## config.mk

```make
export PLATFORM = sky130hd
export DESIGN_NAME = regfile_arbiter
export DESIGN_NICKNAME = d
export VERILOG_FILES = /design/src/rtl/regfile_pkg.sv /design/src/rtl/rr_arbiter2.sv /design/src/rtl/regfile_arbiter.sv
export SDC_FILE = /design/constraint.sdc
export NUM_CORES = 1
export LEC_CHECK = 0
export CAP_MARGIN = 5
export CELL_PAD_IN_SITES_DETAIL_PLACEMENT = 0
export CELL_PAD_IN_SITES_GLOBAL_PLACEMENT = 1
export CORE_ASPECT_RATIO = 1.75
export CORE_MARGIN = 1.5
export CORE_UTILIZATION = 25
export CTS_BUF_LIST = sky130_fd_sc_hd__clkbuf_8
export CTS_CLUSTER_DIAMETER = 100
export CTS_CLUSTER_SIZE = 24
export DETAILED_ROUTE_END_ITERATION = 10
export PLACE_DENSITY = 0.85
export SLEW_MARGIN = 20
export SYNTH_ARGS = -nofsm -noshare
export SYNTH_HDL_FRONTEND = slang
export SYNTH_SLANG_ARGS = --single-unit
```

## constraint.sdc

```tcl
create_clock -name clk -period 1.7 [get_ports clk]
set_input_delay 0.17 -clock clk [delete_from_list [all_inputs] [get_ports clk]]
set_output_delay 0.17 -clock clk [all_outputs]
set_load 0.1 [all_outputs]
```

## src/rtl/regfile_pkg.sv

```systemverilog
// rtl/regfile_pkg.sv - shared defaults, state encoding and requester IDs
package regfile_pkg;

  localparam int RF_DATA_W   = 32;
  localparam int RF_ADDR_W   = 3;
  localparam int RF_NUM_REGS = 8;

  typedef enum logic {
    ST_INIT  = 1'b0,
    ST_SERVE = 1'b1
  } state_e;

  localparam logic REQ_A = 1'b0;
  localparam logic REQ_B = 1'b1;

endpackage

```

## src/rtl/rr_arbiter2.sv

```systemverilog
// rtl/rr_arbiter2.sv - two-input round-robin grant with update-on-grant pointer
module rr_arbiter2
  import regfile_pkg::*;
(
  input  logic clk,
  input  logic reset,
  input  logic en_i,
  input  logic req_a_i,
  input  logic req_b_i,
  output logic gnt_a_o,
  output logic gnt_b_o
);

  logic ptr_q;
  logic ptr_d;

  // Lone requester wins; on contention the pointed side wins. en_i gates everything.
  always_comb begin
    gnt_a_o = en_i && req_a_i && (!req_b_i || (ptr_q == REQ_A));
    gnt_b_o = en_i && req_b_i && (!req_a_i || (ptr_q == REQ_B));
    ptr_d   = ptr_q;
    if (gnt_a_o) begin
      ptr_d = REQ_B;
    end else if (gnt_b_o) begin
      ptr_d = REQ_A;
    end
  end

  // Pointer register; favours A after reset and only moves when a grant is issued.
  always_ff @(posedge clk) begin
    if (reset) begin
      ptr_q <= REQ_A;
    end else begin
      ptr_q <= ptr_d;
    end
  end

endmodule

```

## src/rtl/regfile_arbiter.sv

```systemverilog
// rtl/regfile_arbiter.sv - zero sweep sequencer and two-port arbiter for the 8x32 register file
module regfile_arbiter
  import regfile_pkg::*;
#(
  parameter int DATA_W   = RF_DATA_W,
  parameter int ADDR_W   = RF_ADDR_W,
  parameter int NUM_REGS = RF_NUM_REGS
) (
  input  logic              clk,
  input  logic              reset,
  input  logic              a_req,
  input  logic              a_we,
  input  logic [ADDR_W-1:0] a_addr,
  input  logic [DATA_W-1:0] a_wdata,
  output logic              a_gnt,
  output logic              a_rvalid,
  output logic [DATA_W-1:0] a_rdata,
  input  logic              b_req,
  input  logic              b_we,
  input  logic [ADDR_W-1:0] b_addr,
  input  logic [DATA_W-1:0] b_wdata,
  output logic              b_gnt,
  output logic              b_rvalid,
  output logic [DATA_W-1:0] b_rdata,
  output logic              rf_we,
  output logic [ADDR_W-1:0] rf_waddr,
  output logic [DATA_W-1:0] rf_wdata,
  output logic [ADDR_W-1:0] rf_raddr,
  input  logic [DATA_W-1:0] rf_rdata,
  output logic              init_done
);

  localparam logic [ADDR_W-1:0] LAST_ADDR = ADDR_W'(NUM_REGS - 1);

  state_e            state_q, state_d;
  logic [ADDR_W-1:0] cnt_q, cnt_d;
  logic              init_done_q, init_done_d;
  logic              a_rvalid_q, a_rvalid_d;
  logic              b_rvalid_q, b_rvalid_d;
  logic [DATA_W-1:0] a_rdata_q, a_rdata_d;
  logic [DATA_W-1:0] b_rdata_q, b_rdata_d;
  logic              serve_en;

  // Grants exist only in SERVE and are squashed while reset is asserted.
  assign serve_en = (state_q == ST_SERVE) && !reset;

  rr_arbiter2 u_arb (
    .clk     (clk),
    .reset   (reset),
    .en_i    (serve_en),
    .req_a_i (a_req),
    .req_b_i (b_req),
    .gnt_a_o (a_gnt),
    .gnt_b_o (b_gnt)
  );

  // Next state and file-port muxing: sweep zeros in INIT, route the granted requester in SERVE.
  always_comb begin
    state_d     = state_q;
    cnt_d       = cnt_q;
    init_done_d = init_done_q;
    rf_we       = 1'b0;
    rf_waddr    = '0;
    rf_wdata    = '0;
    rf_raddr    = '0;
    case (state_q)
      ST_INIT: begin
        rf_we    = !reset;
        rf_waddr = cnt_q;
        cnt_d    = cnt_q + 1'b1;
        if (cnt_q == LAST_ADDR) begin
          state_d     = ST_SERVE;
          init_done_d = 1'b1;
        end
      end
      ST_SERVE: begin
        if (a_gnt) begin
          rf_we = a_we;
          if (a_we) begin
            rf_waddr = a_addr;
            rf_wdata = a_wdata;
          end else begin
            rf_raddr = a_addr;
          end
        end else if (b_gnt) begin
          rf_we = b_we;
          if (b_we) begin
            rf_waddr = b_addr;
            rf_wdata = b_wdata;
          end else begin
            rf_raddr = b_addr;
          end
        end
      end
      default: state_d = ST_INIT;
    endcase
  end

  // Read return: a read grant captures the file output; data holds between reads.
  always_comb begin
    a_rvalid_d = a_gnt && !a_we;
    b_rvalid_d = b_gnt && !b_we;
    a_rdata_d  = a_rvalid_d ? rf_rdata : a_rdata_q;
    b_rdata_d  = b_rvalid_d ? rf_rdata : b_rdata_q;
  end

  // State, sweep counter and read-return registers; reset drops any in-flight response.
  always_ff @(posedge clk) begin
    if (reset) begin
      state_q     <= ST_INIT;
      cnt_q       <= '0;
      init_done_q <= 1'b0;
      a_rvalid_q  <= 1'b0;
      b_rvalid_q  <= 1'b0;
      a_rdata_q   <= '0;
      b_rdata_q   <= '0;
    end else begin
      state_q     <= state_d;
      cnt_q       <= cnt_d;
      init_done_q <= init_done_d;
      a_rvalid_q  <= a_rvalid_d;
      b_rvalid_q  <= b_rvalid_d;
      a_rdata_q   <= a_rdata_d;
      b_rdata_q   <= b_rdata_d;
    end
  end

  assign a_rvalid  = a_rvalid_q;
  assign b_rvalid  = b_rvalid_q;
  assign a_rdata   = a_rdata_q;
  assign b_rdata   = b_rdata_q;
  assign init_done = init_done_q;

endmodule

```

==> key figures <==
Floorplanning
  • Die width: 88.43 um
  • Initial Utilization: 0.2568
  • Core Region: 0.01243 mm2
  • Row count: 54
  • Chip height: 152.5 um
  • # IOs: 216
  • Die Footprint: 0.01349 mm2

STA
  • Min Tclk post-route: 2006 ps
  • Max Clock Freq: 0.4986 GHz
  • Worst Slack Setup Final: -305.5 ps
  • Setup violators final: 40
  • Final worst path period share: 1.180
  • Final Hold Viols: 0
  • Worst slew pin tran: 390.4 ps
  • Slew headroom: 0.7397
  • Slew Viols, Final: 0
  • Max Clock Skew: 5.940 ps
  • Setup repair after global routing missed its margin: yes
  • Worst hold slack: 372.2 ps

Yosys
  • Average size of a mapped cell: 8.470 um2
  • Cell count after synthesis: 377
  • FF+latch count, synth: 72
  • Warnings, synthesis: 0
  • Synthesized area: 0.003193 mm2
  • Post-Syn Nets: 487
  • Sequential fraction of the synthesis area: 0.4514
  • Netlist cell types: 31

CTS
  • Hold Buf Count CTS: 0
  • Clock Tree Root: clkbuf_8
  • Number of CTS-inserted buffers: 9
  • Longest Clk Path Bufs: 2
  • Clock Pin Slew Worst Setup and Hold Paths: 80 ps
  • CTS tree: built
  • Clk sink count: 72
  • Skew-Pair Late Insertion Delay: 340 ps
  • H-tree Lvls: 3

Setup path
  • CP Cell Sequence: buf_6 -> a21o_1 -> nor2_4 -> buf_6 -> buf_6 -> a221o_2 -> buf_12
  • Req. time, crit path: 1530 ps
  • Most used cell, CP: buf_6
  • Critical Path Fanout Max: 4
  • Startpoint Class: flip-flop
  • Kind of critical path: flip-flop to primary output
  • CP max stage delay: 370 ps
  • Critical Path End Type: primary output
  • Slowest cell on the critical path: dfxtp_4
  • Critical R2R Launch: u_arb.ptr_q
  • R2R depth: 9
  • Worst r2r dst: a_rdata[3]
  • CP arrival: 1840 ps
  • Worst R2R Setup Slack: 90 ps

Hold path
  • Worst hold path class: input port to flip-flop
  • Hold path depth: 3
  • Hold endpoint: init_done
  • Worst hold path startpoint: reset

Drt
  • Initial DRT Pass Iterations: 7
  • Initial DRC Count: 215
  • Metal2 WL: 8452 um
  • Routed Antenna Nets: 0
  • WL met3: 1411 um
  • WL/cell: 19.89 um
  • Remaining DRCs: 0
  • Via count: 3874
  • WL met1: 4780 um
  • Drt total wl: 15570 um
  • Uppermost routed layer: met4
  • Vias per cell: 4.948

Placed design
  • Post-DP HPWL: 11330 um
  • Cells after DPL: 749
  • GPL Wtd Cong: 0.9155
  • Post-Place Cell Area: 0.006215 mm2
  • Port buffer count: 215

Final layout
  • # diodes: 0
  • # fillers: 1098
  • Final #Nets: 720
  • Fraction of layout cells with a size suffix above 1: 0.3805
  • Fin cells: 783
  • Sequential cell area: 0.001449 mm2
  • Area taken by multi-input logic gates: 0.001912 mm2
  • Area delta synth->final: 113.4%
  • Design area: 0.006815 mm2

GRT
  • First-pass GRT wire length: 22710 um
  • Vias in the first global route: 4048
  • Gr usage total: 0.2272
  • Largest net degree at the start of global routing: 33
  • Antenna violations before repair: 0
  • Remaining global-route overflow: 0

Power
  • Net Sw Power: 0.0009419 W
  • Clk pwr share: 0.425
  • Internal: 0.003051 W
  • Combinational share of power: 0.150
  • Leak: 2.794 nW
  • Sw frac: 0.2359
  • Flop pwr share: 0.425
  • Worst-case vdd ir drop: 486.8 uV
  • P per Cell Area: 585.9 mW/mm2

Run status
  • Outcome: finished with violations
  • Failing checks: setup timing

Run
  • MaxCap Viol Count: 0
-- cell families (layout without fill, tap and decap cells) --
kind of cell	after synthesis	count (layout)	synth area share
buffers and inverters	42	280	0.07132
AOI/OAI and AO/OA	140	140	0.2790
DFF	72	72	0.4514
muxes	2	2	0.006270
adders and majority gates	2	2	0.007836
and+or+nand+nor	119	119	0.1842
-- power groups by stage --
stage               logic, W  clock network, W  registers, W
detailed placement  0.000580                 0       0.00174
CTS                 0.000592           0.00174       0.00170
global placement    0.000577                 0       0.00174
floorplan           0.000166                 0       0.00175
global route        0.000625           0.00181       0.00170
finish              0.000600           0.00170       0.00170
-- state kept, by name, summed over array words and instances (netlist names) --
| register | cells |
|---|---|
| a_rdata | 32 |
| a_rvalid | 1 |
| b_rdata | 32 |
| b_rvalid | 1 |
| cnt_q | 3 |
| init_done | 1 |
| state_q | 1 |
| u_arb.ptr_q | 1 |
-- metal layers --
metal  vias to the layer above  track usage
li1                       1829            -
met1                      1798       0.2053
met2                       210       0.4228
met3                        37      0.06067
met4                         0       0.1466
met5                         -            0
-- worst max path at each step --
stage	depth (start not counted)	startpoint	end	slack, ps
5_1_grt	7	u_arb.ptr_q	rf_waddr[1]	-350
3_3_place_gp	8	a_req	rf_wdata[6]	-290
6_report	7	u_arb.ptr_q	rf_waddr[1]	-310
4_1_cts	7	u_arb.ptr_q	rf_waddr[1]	-310
3_5_place_dp	8	a_req	rf_wdata[4]	-330
2_1_floorplan	3	reset	b_gnt	-240
-- synthesized netlist by cell type (all sizes together) --
| cell type | count | area, um2 |
|---|---|---|
| nor2b | 4 | 25.02 |
| a311oi | 1 | 8.760 |
| mux2i | 2 | 20.02 |
| nor4b | 1 | 23.77 |
| nor4bb | 1 | 10.01 |
| o21ai | 64 | 354.1 |
| nand3b | 1 | 7.510 |
| nand3 | 65 | 325.3 |
| inv | 2 | 7.510 |
| buf | 23 | 156.4 |
| and3b | 1 | 8.760 |
| nand2b | 1 | 6.260 |
| and3 | 1 | 6.260 |
| nand2 | 33 | 126.4 |
| and2 | 1 | 6.260 |
| a21oi | 35 | 175.2 |
| nor3 | 2 | 10.01 |
| dfxtp | 72 | 1441 |
| ha | 2 | 25.02 |
| nor2 | 8 | 32.54 |
| a21o | 1 | 7.510 |
| a211o | 1 | 8.760 |
| a22o | 35 | 306.5 |
| a221o | 3 | 30.03 |
| clkbuf | 17 | 63.81 |
-- cell usage in the layout (no fill, tap or decap), types with 3 or more instances in the layout --
cell / count
nand2_1: 32
o21ai_2: 9
o21ai_0: 35
nor2b_1: 3
a221o_2: 3
buf_12: 51
clkbuf_8: 11
clkdlybuf4s50_1: 105
buf_6: 9
nand3_1: 64
o21ai_1: 20
buf_4: 91
nor2_1: 6
a22o_4: 35
dfxtp_1: 70
bufinv_16: 3
a21oi_1: 34
-- metrics by stage --
step	setup WS [ps]	total power, W	setup TNS [ps]	util
2_1_floorplan	-235.1	0.001913	-235.1	-
3_3_place_gp	-286.7	0.002315	-11500	0.4999
3_5_place_dp	-326.6	0.002319	-13910	0.4999
4_1_cts	-310.0	0.004027	-10480	0.5494
5_1_grt	-351.3	0.004133	-11870	0.5482
6_report	-305.5	0.003993	-9677	0.5482
-- worst max-delay path: cells and delay by family (launching register included) --
| kind | cells | cell delay (ps) |
|---|---|---|
| buffers and inverters | 4 | 530 |
| and+or+nand+nor | 1 | 70 |
| DFF | 1 | 370 |
| AOI/OAI and AO/OA | 2 | 520 |
-- repair_timing --
action | CTS | global route
cloned | 4 | 1
setup endpoints to repair | 39 | 40
resized for setup | 30 | 6
setup buffers | 15 | 3
pin swaps | 20 | 23
-- area by class of cell --
| class | instances | area share |
|---|---|---|
| Clock buffer | 11 | 0.02221 |
| Clock inverter | 5 | 0.01505 |
| Sequential cell | 72 | 0.2126 |
| Multi-Input combinational cell | 263 | 0.2805 |
| Timing Repair Buffer | 262 | 0.4377 |
| Inverter | 2 | 0.001102 |
| Tap cell | 168 | 0.03084 |
No activity file was read; power rests on OpenSTA's default activity.
